File: src/rtl/spi_pkg.sv
// rtl/spi_pkg.sv - shared types and constants for the SPI byte master
package spi_pkg;

    localparam int SPI_DATA_W    = 8;
    localparam int SPI_BIT_CNT_W = $clog2(SPI_DATA_W);

    typedef enum logic [1:0] {
        IDLE  = 2'd0,
        LEAD  = 2'd1,
        SHIFT = 2'd2,
        TRAIL = 2'd3
    } spi_state_t;

endpackage

File: src/rtl/spi_master_if.sv
// rtl/spi_master_if.sv - host handshake plus serial pins of one SPI master
interface spi_master_if;
    import spi_pkg::*;

    logic                  start;
    logic [SPI_DATA_W-1:0] tx_data;
    logic [SPI_DATA_W-1:0] rx_data;
    logic                  busy;
    logic                  done;
    logic                  ss;
    logic                  sclk;
    logic                  mosi;
    logic                  miso;

    modport master (
        input  start, tx_data, miso,
        output rx_data, busy, done, ss, sclk, mosi
    );

    modport slave (
        output start, tx_data, miso,
        input  rx_data, busy, done, ss, sclk, mosi
    );

endinterface

File: src/rtl/spi_clk_gen.sv
// rtl/spi_clk_gen.sv - half-period tick and sclk level generator
module spi_clk_gen #(
    parameter int CLK_DIV = 4
) (
    input  logic clk,
    input  logic rst_n,
    input  logic en,
    input  logic toggle_en,
    output logic tick,
    output logic sclk
);
    localparam int               CNT_W    = $clog2(CLK_DIV + 1);
    localparam logic [CNT_W-1:0] CNT_LAST = CNT_W'(CLK_DIV - 1);

    logic [CNT_W-1:0] cnt_q;
    logic             sclk_q;

    // tick marks the last clk cycle of each half-period while running
    assign tick = en && (cnt_q == CNT_LAST);
    assign sclk = sclk_q;

    always_ff @(posedge clk or negedge rst_n) begin
        if (!rst_n) begin
            cnt_q <= '0;
        end else if (!en || tick) begin
            cnt_q <= '0;
        end else begin
            cnt_q <= cnt_q + 1'b1;
        end
    end

    always_ff @(posedge clk or negedge rst_n) begin
        if (!rst_n) begin
            sclk_q <= 1'b0;
        end else if (!en) begin
            sclk_q <= 1'b0;
        end else if (tick && toggle_en) begin
            sclk_q <= ~sclk_q;
        end
    end

endmodule

File: src/rtl/spi_master.sv
// rtl/spi_master.sv - SPI mode-0 byte master; SPI_MASTER_LOOPBACK_EN feeds mosi back into the receiver
module spi_master
    import spi_pkg::*;
#(
    parameter int CLK_DIV = 4
) (
    input logic          clk,
    input logic          rst_n,
    spi_master_if.master bus
);
    localparam logic [SPI_BIT_CNT_W-1:0] LAST_BIT = SPI_BIT_CNT_W'(SPI_DATA_W - 1);

    spi_state_t               state_q;
    spi_state_t               state_d;
    logic [SPI_DATA_W-1:0]    tx_shift_q;
    logic [SPI_DATA_W-1:0]    rx_shift_q;
    logic [SPI_DATA_W-1:0]    rx_data_q;
    logic [SPI_BIT_CNT_W-1:0] bit_cnt_q;
    logic                     done_q;
    logic                     tick;
    logic                     sclk;
    logic                     accept;
    logic                     fall;
    logic                     last_fall;
    logic                     rx_bit;
    logic                     gen_en;
    logic                     gen_toggle;

    // The done cycle is already IDLE, so it is excluded explicitly to keep ss low a cycle
    assign accept     = bus.start && (state_q == IDLE) && !done_q;
    assign gen_en     = (state_q != IDLE);
    assign gen_toggle = (state_q == LEAD) || (state_q == SHIFT);
    assign fall       = tick && (state_q == SHIFT) && sclk;
    assign last_fall  = fall && (bit_cnt_q == LAST_BIT);

`ifdef SPI_MASTER_LOOPBACK_EN
    assign rx_bit = tx_shift_q[SPI_DATA_W-1];
`else
    assign rx_bit = bus.miso;
`endif

    spi_clk_gen #(
        .CLK_DIV (CLK_DIV)
    ) u_clk_gen (
        .clk       (clk),
        .rst_n     (rst_n),
        .en        (gen_en),
        .toggle_en (gen_toggle),
        .tick      (tick),
        .sclk      (sclk)
    );

    always_ff @(posedge clk or negedge rst_n) begin
        if (!rst_n) begin
            state_q <= IDLE;
        end else begin
            state_q <= state_d;
        end
    end

    always_comb begin
        state_d = state_q;
        case (state_q)
            IDLE:    if (accept)    state_d = LEAD;
            LEAD:    if (tick)      state_d = SHIFT;
            SHIFT:   if (last_fall) state_d = TRAIL;
            TRAIL:   if (tick)      state_d = IDLE;
            default:                state_d = IDLE;
        endcase
    end

    // Both shifters move on the sclk fall; the tx shifter drains to zero so mosi idles low
    always_ff @(posedge clk or negedge rst_n) begin
        if (!rst_n) begin
            tx_shift_q <= '0;
            rx_shift_q <= '0;
            rx_data_q  <= '0;
            bit_cnt_q  <= '0;
            done_q     <= 1'b0;
        end else begin
            done_q <= 1'b0;
            if (accept) begin
                tx_shift_q <= bus.tx_data;
                rx_shift_q <= '0;
                bit_cnt_q  <= '0;
            end else if (fall) begin
                tx_shift_q <= {tx_shift_q[SPI_DATA_W-2:0], 1'b0};
                rx_shift_q <= {rx_shift_q[SPI_DATA_W-2:0], rx_bit};
                bit_cnt_q  <= bit_cnt_q + 1'b1;
            end
            if ((state_q == TRAIL) && tick) begin
                done_q    <= 1'b1;
                rx_data_q <= rx_shift_q;
            end
        end
    end

    assign bus.ss      = (state_q != IDLE);
    assign bus.busy    = (state_q != IDLE);
    assign bus.done    = done_q;
    assign bus.sclk    = sclk;
    assign bus.mosi    = tx_shift_q[SPI_DATA_W-1];
    assign bus.rx_data = rx_data_q;

endmodule

File: src/flat_wrapper.sv
// flat-port wrapper written by rule: the top's interface ports become plain ports
module spi_master_flat import spi_pkg::*;
#(
    parameter int CLK_DIV = 4
)
  (clk, rst_n, bus_start, bus_tx_data, bus_miso, bus_rx_data, bus_busy, bus_done, bus_ss, bus_sclk, bus_mosi);
  spi_master_if bus_i ();
  input logic clk;
  input logic rst_n;
  input wire logic [$bits(bus_i.start)-1:0] bus_start;
  input wire logic [$bits(bus_i.tx_data)-1:0] bus_tx_data;
  input wire logic [$bits(bus_i.miso)-1:0] bus_miso;
  output wire logic [$bits(bus_i.rx_data)-1:0] bus_rx_data;
  output wire logic [$bits(bus_i.busy)-1:0] bus_busy;
  output wire logic [$bits(bus_i.done)-1:0] bus_done;
  output wire logic [$bits(bus_i.ss)-1:0] bus_ss;
  output wire logic [$bits(bus_i.sclk)-1:0] bus_sclk;
  output wire logic [$bits(bus_i.mosi)-1:0] bus_mosi;
  assign bus_i.start = bus_start;
  assign bus_i.tx_data = bus_tx_data;
  assign bus_i.miso = bus_miso;
  assign bus_rx_data = bus_i.rx_data;
  assign bus_busy = bus_i.busy;
  assign bus_done = bus_i.done;
  assign bus_ss = bus_i.ss;
  assign bus_sclk = bus_i.sclk;
  assign bus_mosi = bus_i.mosi;
  spi_master #(.CLK_DIV(CLK_DIV)) u_core (.clk(clk), .rst_n(rst_n), .bus(bus_i));
endmodule
File: config.mk
export PLATFORM = sky130hd
export DESIGN_NAME = spi_master_flat
export DESIGN_NICKNAME = d
export VERILOG_FILES = /design/src/rtl/spi_pkg.sv /design/src/rtl/spi_master_if.sv /design/src/rtl/spi_clk_gen.sv /design/src/rtl/spi_master.sv /design/src/flat_wrapper.sv
export SDC_FILE = /design/constraint.sdc
export NUM_CORES = 1
export LEC_CHECK = 0
export CAP_MARGIN = 0
export CORE_ASPECT_RATIO = 2
export CORE_MARGIN = 2
export CORE_UTILIZATION = 36
export DETAILED_ROUTE_END_ITERATION = 10
export PLACE_DENSITY = 0.62
export SLEW_MARGIN = 0
export SYNTH_ARGS = -nofsm -noshare
export SYNTH_HDL_FRONTEND = slang
export SYNTH_SLANG_ARGS = --single-unit
export TNS_END_PERCENT = 10
File: constraint.sdc
create_clock -name clk -period 1.7 [get_ports clk]
set_input_delay 0.34 -clock clk [delete_from_list [all_inputs] [get_ports clk]]
set_output_delay 0.34 -clock clk [all_outputs]
set_load 0.02 [all_outputs]
### Yosys cells after proc, flatten, opt, wreduce, memory -nomap -nowiden

Index checks and enable logic that the tools add are counted.

| storage, ports and cells | value |
|---|---|
| bits in registers | 34 |
| output and inout bits | 13 |
| word-level logic and storage cells | 52 |

| cells by class | value |
|---|---|
| $add $sub $neg | 2 |
| equality and inequality tests | 10 |
| muxes and demuxes | 15 |
| bitwise operators | 1 |
| reductions and logical operators | 16 |

Operator list:

| kind | count |
|---|---|
| $mux 8 | 4 |
| $ne 2x1->1 const B | 5 |
| $mux 3 | 3 |
| $logic_and 1x1->1 | 8 |
| $mux 2 | 4 |
| $pmux 2 s4 | 1 |
| $add 3x1->3 const B | 2 |
| $eq 2x2->1 const B | 2 |
| $reduce_and 4->1 | 1 |
| $reduce_bool 2->1 | 2 |
| $eq 3x2->1 const B | 1 |
| $eq 3x3->1 const B | 1 |
| $mux 1 | 3 |
| $eq 2x1->1 const B | 1 |
| $logic_not 1->1 | 2 |
| $logic_not 2->1 | 1 |
| $logic_or 1x1->1 | 2 |
| $not 1->1 | 1 |

### Logic depth before layout (Yosys ltp)

Gate-level depths: netlist of the first run.

| depth | value |
|---|---|
| depth after elaboration | 7 |
| mapped depth | 8 |

### Modules after synthesis

From an unflattened synthesis of the first run, not the netlist that was laid out.

| unflattened totals | value |
|---|---|
| cell total of the unflattened synthesis | 138 |
| area, all modules | 1,522.7 um^2 |

Modules (own cells, without submodules):

| module | times used | cells an instance | area each (um^2) |
|---|---|---|---|
| spi_master | 1 | 121 | 1,342.5 |
| spi_clk_gen | 1 | 17 | 180.2 |

### Worst setup path after synthesis of the first run

OpenSTA, ideal clock, no wires.

| timing path | value |
|---|---|
| path type | reg2reg |
| start point | reg u_core.state_q[0] |
| end point | reg u_core.state_q[1] |
| setup time | 0.125 ns |
| arrival | 1.537 ns |
| data required time | 1.575 ns |
| slack | 0.038 ns |
| cell stages (with the launch flop) | 7 |
| buffers on the path | 0 |
| clock period less this slack | 1.662 ns |
| path through | dfrtp_1 inv_1 ha_1 and2b_1 nand3_1 a21oi_1 mux2_2 |

| on the way | value |
|---|---|
| longest elaborated chain between the ends | 7 |
| elaborated cells on any way between the ends | 17 |

Ends and longest elaborated chain:

| item | RTL line | text |
|---|---|---|
| start, declared | spi_master.sv:13 | `spi_state_t state_q;` |
| start signal, assigned | spi_master.sv:57 | `state_q <= state_d;` |
| $reduce_bool 2->1 | spi_master.sv:31 | `assign gen_en = (state_q != IDLE);` |
| $logic_and 1x1->1 | spi_clk_gen.sv:19 | `assign tick = en && (cnt_q == CNT_LAST);` |
| $logic_and 1x1->1 (2 in a row) | spi_master.sv:33 | `assign fall = tick && (state_q == SHIFT) && sclk;` |
| $logic_and 1x1->1 | spi_master.sv:34 | `assign last_fall = fall && (bit_cnt_q == LAST_BIT);` |
| $ne 2x1->1 (no line) | - |  |
| $reduce_and 4->1 (no line) | - |  |

Several ways; a longest one is shown, not always the timed one.
A chain may end at the register's enable or synchronous reset.

### Worst setup path in the final report of the first run

Same ends and word-level chain as after synthesis.

==> impl_metrics.csv, run 1 <==
group,metric,value,unit
cts,clk_path_buf_depth,2,
cts,cts_root_buf,"clkbuf_8",
routing,wl,2902,um
worst_setup_path,critPathLaunchType,"flip-flop",
cts,clock_latency,0.28,ns
floorplan,io_pins,25,
global_route,globalRouteTotalUtil,13.84,%
logic_synthesis,synthArstFlopShare,100.0,%
worst_setup_path,crit_required,1.87,ns
logic_synthesis,synth_top_family_by_area,"compound AO/OA/AOI/OAI gates",
logic_synthesis,synth_adder_area_share,7.475,%
global_route,antenna_found_initial,0,
final_layout,layout_common_cells,"dfrtp_1 (34), clkdlybuf4s50_1 (22), nand2_1 (14)",
run,cap_violations,0,
timing,finalHoldViolCount,0,
logic_synthesis,synth-simple-area-share,9.219,%
logic_synthesis,synth_enable_flop_cells,0,
worst_setup_path,crit_fanout,4,
logic_synthesis,synth-compound-area-share,12.96,%
floorplan,core_area,4046,um2
worst_setup_path,endpoint_kind,"flip-flop",
floorplan,chipHeight,95.48,um
worst_setup_path,critical_path_class,"flip-flop to flip-flop",
final_layout,drive_above_1_share,32.68,%
final_layout,n_antenna_cell,0,
final_layout,area_growth,34.39,%
power,ir_drop,0.7368,mV
power,powerDensity,1357,nW/um2
routing,postRouteAntennaNets,0,
logic_synthesis,syn_area_per_cell,13.33,um2
final_layout,n_fill_cell,391,
cts,htree_levels,2,
timing,rsz0062_at_grt,"yes",
timing,min_period_over_period,99.80,%
routing,first_iter_violations,15,
run_status,status,"completed",
placement,dp_hpwl,2011,um
timing,finalSetupViolCount,0,
logic_synthesis,ys_types,25,
final_layout,fin_nets,173,
logic_synthesis,synth_area,1506,um2
logic_synthesis,syn_inst,113,
floorplan,die_area,4749,um2
logic_synthesis,ys_ff_latch,34,
worst_hold_path,hp-class,"flip-flop to flip-flop",
final_layout,post-route-util,50.03,%
logic_synthesis,synth-main-ff-cell,"dfrtp_1",
placement,portBuffers,24,
cts,cts_tree,"built",
routing,vias,996,
logic_synthesis,yosysSeqAreaShare,56.48,%
logic_synthesis,ys.warnings.count,0,
power,total_power,2.747,mW
timing,fin_skew,0.006705,ns
final_layout,final_common_cell,"dfrtp_1",
routing,drtPass1Iterations,4,
final_layout,final_cells,205,
timing,maxSlewHeadroom,71.40,%
power,leakage,0.9703,nW
timing,finalMaxSlewViolations,0,
global_route,grt_pass1_vias,1064,
timing,fin_ws,0.003452,ns
timing,max_freq,589.4,MHz
logic_synthesis,synth_mux_area_share,8.804,%
routing,drc,0,
logic_synthesis,synth_nets,134,
placement,dp_slack,-0.1802,ns
floorplan,initial_utilization,37.23,%
global_route,grt_max_degree,35,
cts,clkTransAtPathRegs,0.07,ns
cts,hold_buffers,0,
floorplan,dieWidth,49.74,um
timing,tightest_slew,0.4291,ns
worst_setup_path,arrival,1.87,ns
global_route,overflow,0,
cts,cts_buffers,5,
floorplan,std_cell_rows,33,
placement,placed_cells,194,
cts,cts_sinks,34,
logic_synthesis,synth_xor_xnor_area_share,0.5814,%
routing,vias_per_cell,4.859,
placement,place_congestion,0.6954,
global_route,grt_pass1_wl,4892,um
routing,wl_per_cell,14.16,um
timing,fin_crit,1.697,ns
[cell usage after synthesis, types with 2 or more instances]
| library cell | number | area share [%] |
|---|---|---|
| a21oi_1 | 2 | 0.66 |
| nor3_1 | 2 | 0.66 |
| inv_1 | 5 | 1.2 |
| mux2i_1 | 2 | 1.3 |
| buf_6 | 3 | 2.2 |
| buf_4 | 2 | 1.0 |
| nor2_1 | 2 | 0.50 |
| dfrtp_1 | 34 | 56 |
| ha_1 | 9 | 7.5 |
| a22o_1 | 10 | 5.8 |
| a22oi_2 | 6 | 5.0 |
| nand2_1 | 14 | 3.5 |
| mux2_2 | 10 | 7.5 |
[final timing paths]
path	from	end	slack [ns]	cells past startpoint
setup / recovery	u_core.state_q[0]	u_core.state_q[1]	0.003	5
setup reg to reg	u_core.state_q[0]	u_core.state_q[1]	0.003	5
hold reg to reg	u_core.u_clk_gen.cnt_q[0]	u_core.u_clk_gen.cnt_q[0]	0.44	1
max in group asynchronous	rst_n	u_core.tx_shift_q[4]	0.93	2
min in group asynchronous	rst_n	u_core.bus.rx_data[4]	0.46	2
hold / removal	u_core.u_clk_gen.cnt_q[0]	u_core.u_clk_gen.cnt_q[0]	0.44	1
[per-stage QoR]
step	cell area (um2)	TNS, ns	hold slack, ns
finish	2024	0	0.4415
global route	2024	-0.1002	0.4636
CTS	1987	-0.001203	0.4465
detailed placement	1851	-0.5545	0.4372
global placement	1851	-0.08259	0.4238
floorplan	1506	0	0.04441
[kinds of logic after synthesis]
kind of cell,count (synthesis)
flip-flops,34
AND/OR/NAND/NOR,26
AO/OA/AOI/OAI,21
multiplexers,12
buffers and inverters,10
adder cells (fa/ha/maj),9
XOR/XNOR,1
[power by group]
part           switching [mW]  internal [mW]  leakage (nW)
logic                   0.527          0.518         0.468
registers               0.122          0.981         0.454
clock network           0.274          0.326        0.0482
total                   0.922           1.83         0.970
[layout make-up]
class / count / area (um2) / share of cell area [%]
clock inverters: 1 / 5.005 / 0.2472
repair buffers: 37 / 351.6 / 17.37
multi-input cells: 69 / 646.9 / 31.95
flip-flops and latches: 34 / 850.8 / 42.03
clock buffers: 7 / 86.33 / 4.265
well taps: 52 / 65.06 / 3.214
inverters: 5 / 18.77 / 0.9271
[layer usage]
layer  vias to the layer above  routed length (um)  track usage [%]
li1                        475                   -                -
met1                       493                1110            14.49
met2                        23                1626            25.11
met3                         5                  91            2.978
met4                         0                  73            7.639
met5                         -                   0                0
[sequential cells by signal (all words and copies together) (netlist names)]
register and cells:
u_core.bit_cnt_q 3, u_core.u_clk_gen.cnt_q 3, u_core.tx_shift_q 8, u_core.bus.done 1
u_core.rx_shift_q 8, u_core.u_clk_gen.sclk 1, u_core.bus.rx_data 8, u_core.state_q 2
[what timing repair did]
action                     in CTS  in global routing
gates resized for setup        14                  9
setup endpoints to repair      12                  8
buffers inserted                0                  3
pin swaps                       1                  4
[worst max-delay path: stages (launching register included)]
cell	delay (ns)
dfrtp_1	0.43
ha_2	0.25
nor4b_2	0.29
a21oi_1	0.09
a21oi_1	0.18
mux2_2	0.35
No activity file was read; power rests on OpenSTA's default activity.
==> run 2, diff against run 1 <==
PLACE_DENSITY = unset   (was 0.62)
TNS_END_PERCENT = 5   (was 10)
==> run 2 against run 1 <==
The flow now finishes with violations (setup timing). Non-clock buffer count decreased by 2. Clock power fell by 11%. Sequential share of layout area rose by 0.45 points. Via count down 1.1%. Sequential cell count is the same. Combinational power rose by 4%. Global-route usage fell by 0.21 points. Cell count fell by 1.5%. Critical endpoint unchanged. Largest power group unchanged.
==> impl_metrics.csv, run 2 (synthesis results as in run 1) <==
group,metric,value,unit
final_layout,area_growth,32.97,%
final_layout,fin_nets,171,
worst_setup_path,endpoint,"u_core.state_q[1]",
routing,wl,2909,um
global_route,grt_util_met1,13.94,%
routing,drtPass1Iterations,4,
floorplan,std_cell_rows,33,
final_layout,n_antenna_cell,0,
power,ir_drop,0.7129,mV
global_route,grt_pass1_vias,1051,
worst_setup_path,crit_family,"flip-flops",
timing,finalSetupViolCount,1,
timing,finalMaxSlewViolations,0,
floorplan,chipHeight,95.48,um
routing,vias_per_cell,4.876,
worst_setup_path,crit_required,1.87,ns
placement,place_congestion,0.7713,
timing,fin_ws,-0.002508,ns
worst_setup_path,critical_path_class,"flip-flop to flip-flop",
cts,cts_sinks,34,
final_layout,layout_common_cells,"dfrtp_1 (34), clkdlybuf4s50_1 (21), nand2_1 (14)",
floorplan,dieWidth,49.74,um
cts,clock_latency,0.28,ns
timing,fin_skew,0.003377,ns
worst_hold_path,worstHoldStart,"u_core.u_clk_gen.cnt_q[0]",
cts,clk_path_buf_depth,2,
run,cap_violations,0,
final_layout,final_common_cell,"dfrtp_1",
worst_setup_path,slowest_stage,"dfrtp_1",
worst_hold_path,hp-class,"flip-flop to flip-flop",
cts,cts_tree,"built",
global_route,busiest_layer,"met2",
global_route,antenna_found_initial,0,
cts,htree_levels,2,
floorplan,die_area,4749,um2
timing,rsz0062_at_grt,"yes",
routing,wl_per_cell,14.40,um
placement,portBuffers,24,
worst_setup_path,slowest_delay,0.42,ns
floorplan,io_pins,25,
cts,cts_buffers,5,
final_layout,final_cells,202,
global_route,globalRouteTotalUtil,13.63,%
cts,hold_buffers,0,
timing,finalHoldViolCount,0,
worst_setup_path,arrival,1.87,ns
floorplan,initial_utilization,37.23,%
run_status,status,"complete, but fails checks",
placement,placed_cells,194,
worst_setup_path,path_cells,"inv_2 > ha_4 > and2b_2 > nand3_1 > a21oi_2 > mux2_2",
timing,min_period_over_period,100.1,%
routing,postRouteAntennaNets,0,
worst_setup_path,rr_startpoint,"u_core.state_q[0]",
power,leakage,0.9747,nW
timing,fin_crit,1.703,ns
final_layout,drive_above_1_share,32.67,%
run_status,failed_checks,"setup timing",
power,powerDensity,1357,nW/um2
global_route,grt_max_degree,35,
timing,finalSetupTns,-0.002508,ns
placement,place_area,1851,um2
final_layout,finalInstanceArea,2003,um2
global_route,use_met3,3.292,%
timing,maxSlewHeadroom,71.41,%
global_route,grt_pass1_wl,4816,um
placement,dp_hpwl,2009,um
worst_setup_path,rrSetupSlack,-0.003,ns
routing,drc,0,
worst_setup_path,crit_fanout,5,
worst_setup_path,rr_endpoint,"u_core.state_q[1]",
worst_setup_path,crit_buf_inv,1,
routing,first_iter_violations,23,
cts,clkTransAtPathRegs,0.06,ns
worst_setup_path,endpoint_kind,"flip-flop",
global_route,grt_use_met2,23.89,%
worst_setup_path,crit_start,"u_core.state_q[0]",
timing,tightest_slew,0.4289,ns
timing,max_freq,587.4,MHz
floorplan,core_area,4046,um2
routing,vias,985,
worst_setup_path,critPathLaunchType,"flip-flop",
worst_setup_path,reg2reg_depth,6,
global_route,overflow,0,
worst_setup_path,crit_cells,6,
power,total_power,2.718,mW
cts,cts_root_buf,"clkbuf_8",
[run 2: worst register-to-register path, delay by kind of cell (launching register included)]
family	cells	cell delay (ns)
compound gates	1	0.20
mux	1	0.35
fa+ha+maj	1	0.18
flops	1	0.42
buf+inv	1	0.08
simple gates	2	0.36
[run 2: final cells by class]
| class | instances | area, um2 |
|---|---|---|
| Sequential cell | 34 | 850.8 |
| Clock inverter | 2 | 10.01 |
| Timing Repair Buffer | 35 | 344.1 |
| Tap cell | 52 | 65.06 |
| Clock buffer | 5 | 68.82 |
| Inverter | 5 | 18.77 |
| Fill cell | 405 | 2043 |
| Multi-Input combinational cell | 69 | 645.6 |
[run 2: repair_timing]
action,CTS,global route
pin swaps,0,1
endpoints found under the setup margin,7,15
resized for setup,9,13
setup buffers,0,1
[run 2: how the worst min path moves through the flow]
stage | to | slack (ns) | cells after the start
finish | u_core.u_clk_gen.cnt_q[0] | 0.43 | 1
global route | u_core.u_clk_gen.cnt_q[0] | 0.45 | 1
CTS | u_core.u_clk_gen.cnt_q[0] | 0.44 | 1
detailed placement | u_core.u_clk_gen.cnt_q[0] | 0.43 | 1
global placement | u_core.u_clk_gen.cnt_q[0] | 0.43 | 1
floorplan | u_core.bit_cnt_q[0] | 0.04 | 0
[run 2: metal layers]
layer	routed length, um	share of wire (%)
met4	70	2.4
met3	103	3.5
met2	1643	56
met1	1092	38
met5	0	0
[run 2: power breakdown]
part           internal (mW)  total (mW)  switching [mW]
Sequential             0.981        1.10           0.121
Combinational          0.541        1.08           0.542
Clock                  0.274       0.533           0.259
Total                   1.80        2.72           0.921
[run 2: metrics by stage]
step	utilization, %	worst slack (ns)	hold WS [ns]
after global routing	49.51	-0.04473	0.4482
after global placement	45.73	-0.04617	0.4258
final	49.51	-0.002508	0.4345
after detailed placement	45.73	-0.1852	0.4285
after CTS	48.05	-0.007877	0.4378
after floorplan	-	0.03832	0.04441
==> run 3, diff against run 2 <==
CORE_UTILIZATION = 55   (was 36)
DONT_BUFFER_PORTS = 1   (was unset)
PLACE_DENSITY = 0.73   (was unset)
==> run 3 against run 2 <==
The flow now finishes without violations. Critical path depth unchanged. Maximum frequency rose by 2.6%. First-iteration DRC count fell by 70%. Clock power is 32% higher. Design area is 11% lower. Non-clock buffer count down 20. Register-to-register slack improved by 0.04 ns. Core utilization grew 20 points. Critical endpoint unchanged. Largest cell class unchanged. Highest routed layer unchanged.
==> impl_metrics.csv, run 3 (synthesis results as in run 1) <==
group,metric,value,unit
run_status,status,"completed",
final_layout,post-route-util,69.52,%
worst_setup_path,crit_required,1.87,ns
floorplan,std_cell_rows,26,
cts,cts_tree,"built",
placement,place_area,1588,um2
worst_setup_path,arrival,1.83,ns
cts,cts_buffers,5,
global_route,overflow,0,
floorplan,die_area,3199,um2
worst_setup_path,path_cells,"inv_1 > ha_1 > nor4b_2 > a21oi_2 > a21oi_2 > mux2_2",
worst_setup_path,critPathLaunchType,"flip-flop",
floorplan,core_area,2570,um2
cts,clk_path_buf_depth,2,
timing,tightest_slew,0.2521,ns
final_layout,ff_latch_area,850.8,um2
timing,min_period_over_period,97.62,%
routing,first_iter_violations,7,
global_route,grt_pass1_vias,900,
cts,cts_sinks,34,
power,leakage,0.8917,nW
worst_setup_path,critical_path_class,"flip-flop to flip-flop",
worst_setup_path,crit_family,"flip-flops",
final_layout,multiInputGateArea,621.8,um2
timing,max_freq,602.6,MHz
cts,clock_latency,0.28,ns
routing,drc,0,
placement,place_congestion,0.6657,
floorplan,initial_utilization,58.62,%
final_layout,final_common_cell,"dfrtp_1",
run,cap_violations,0,
routing,postRouteAntennaNets,0,
timing,fin_ws,0.04043,ns
final_layout,layout_common_cells,"dfrtp_1 (34), nand2_1 (14), a22o_1 (10), mux2_2 (10), buf_4 (10)",
global_route,grt_max_degree,35,
global_route,globalRouteTotalUtil,19.24,%
routing,vias,921,
routing,drtPass1Iterations,4,
placement,placed_cells,147,
timing,worst_hold_slack,0.1717,ns
routing,vias_per_cell,5.792,
cts,cts_root_buf,"clkbuf_8",
cts,htree_levels,2,
final_layout,drive_above_1_share,37.40,%
placement,dp_hpwl,1843,um
timing,finalHoldViolCount,0,
timing,fin_skew,0.003364,ns
floorplan,chipHeight,78.01,um
final_layout,fin_nets,151,
timing,finalSetupTns,0,ns
final_layout,n_fill_cell,181,
worst_setup_path,crit_buf_inv,1,
placement,dp_slack,-0.08770,ns
final_layout,final_cells,159,
routing,wl,2505,um
timing,rsz0062_at_grt,"yes",
timing,finalSetupViolCount,0,
timing,finalMaxSlewViolations,0,
power,ir_drop,0.9847,mV
worst_setup_path,path_common_cell,"a21oi_2",
placement,portBuffers,0,
power,powerDensity,1559,nW/um2
worst_setup_path,endpoint_kind,"flip-flop",
global_route,grt_pass1_wl,4077,um
worst_setup_path,crit_fanout,3,
floorplan,dieWidth,41.01,um
final_layout,finalInstanceArea,1787,um2
final_layout,area_growth,18.60,%
final_layout,n_antenna_cell,0,
floorplan,io_pins,25,
power,total_power,2.785,mW
worst_hold_path,hp-class,"primary input to flip-flop",
cts,clkTransAtPathRegs,0.07,ns
routing,wl_per_cell,15.75,um
worst_setup_path,slowest_delay,0.38,ns
timing,fin_crit,1.660,ns
worst_setup_path,slowest_stage,"dfrtp_1",
timing,maxSlewHeadroom,83.19,%
global_route,antenna_found_initial,0,
## run 3: per-layer routing
metal	wire length [um]	GRT usage [%]
met4	63	10.00
met2	1355	30.63
met1	952	20.51
met5	0	0
met3	133	7.062
## run 3: area by class of cell
cell class	instances	area share (%)
flip-flops and latches	34	47.62
multi-input cells	69	34.80
repair buffers	15	8.473
clock buffers	5	3.852
clock inverters	3	2.241
well taps	28	1.961
inverters	5	1.050
## run 3: what timing repair did
action                     in CTS  in global routing
setup endpoints to repair       2                 14
buffers inserted                2                  0
pin swaps                       1                  2
gates resized for setup         6                  6
hold buffers                    2                  0
hold endpoints to repair       34                  0
## run 3: path summary, 6_finish.rpt
kind / from / end / slack [ns] / cells past startpoint
setup / recovery: u_core.state_q[1] / u_core.state_q[1] / 0.04 / 6
hold / removal: bus_tx_data[4] / u_core.tx_shift_q[4] / 0.17 / 2
setup reg to reg: u_core.state_q[1] / u_core.state_q[1] / 0.04 / 6
hold reg to reg: u_core.u_clk_gen.cnt_q[0] / u_core.u_clk_gen.cnt_q[0] / 0.46 / 1
max in group asynchronous: rst_n / u_core.bit_cnt_q[0] / 1.02 / 2
min in group asynchronous: rst_n / u_core.state_q[0] / 0.50 / 2
## run 3: where the power goes
part | switching [mW] | internal [mW]
clock network | 0.270 | 0.431
logic | 0.489 | 0.477
registers | 0.137 | 0.981
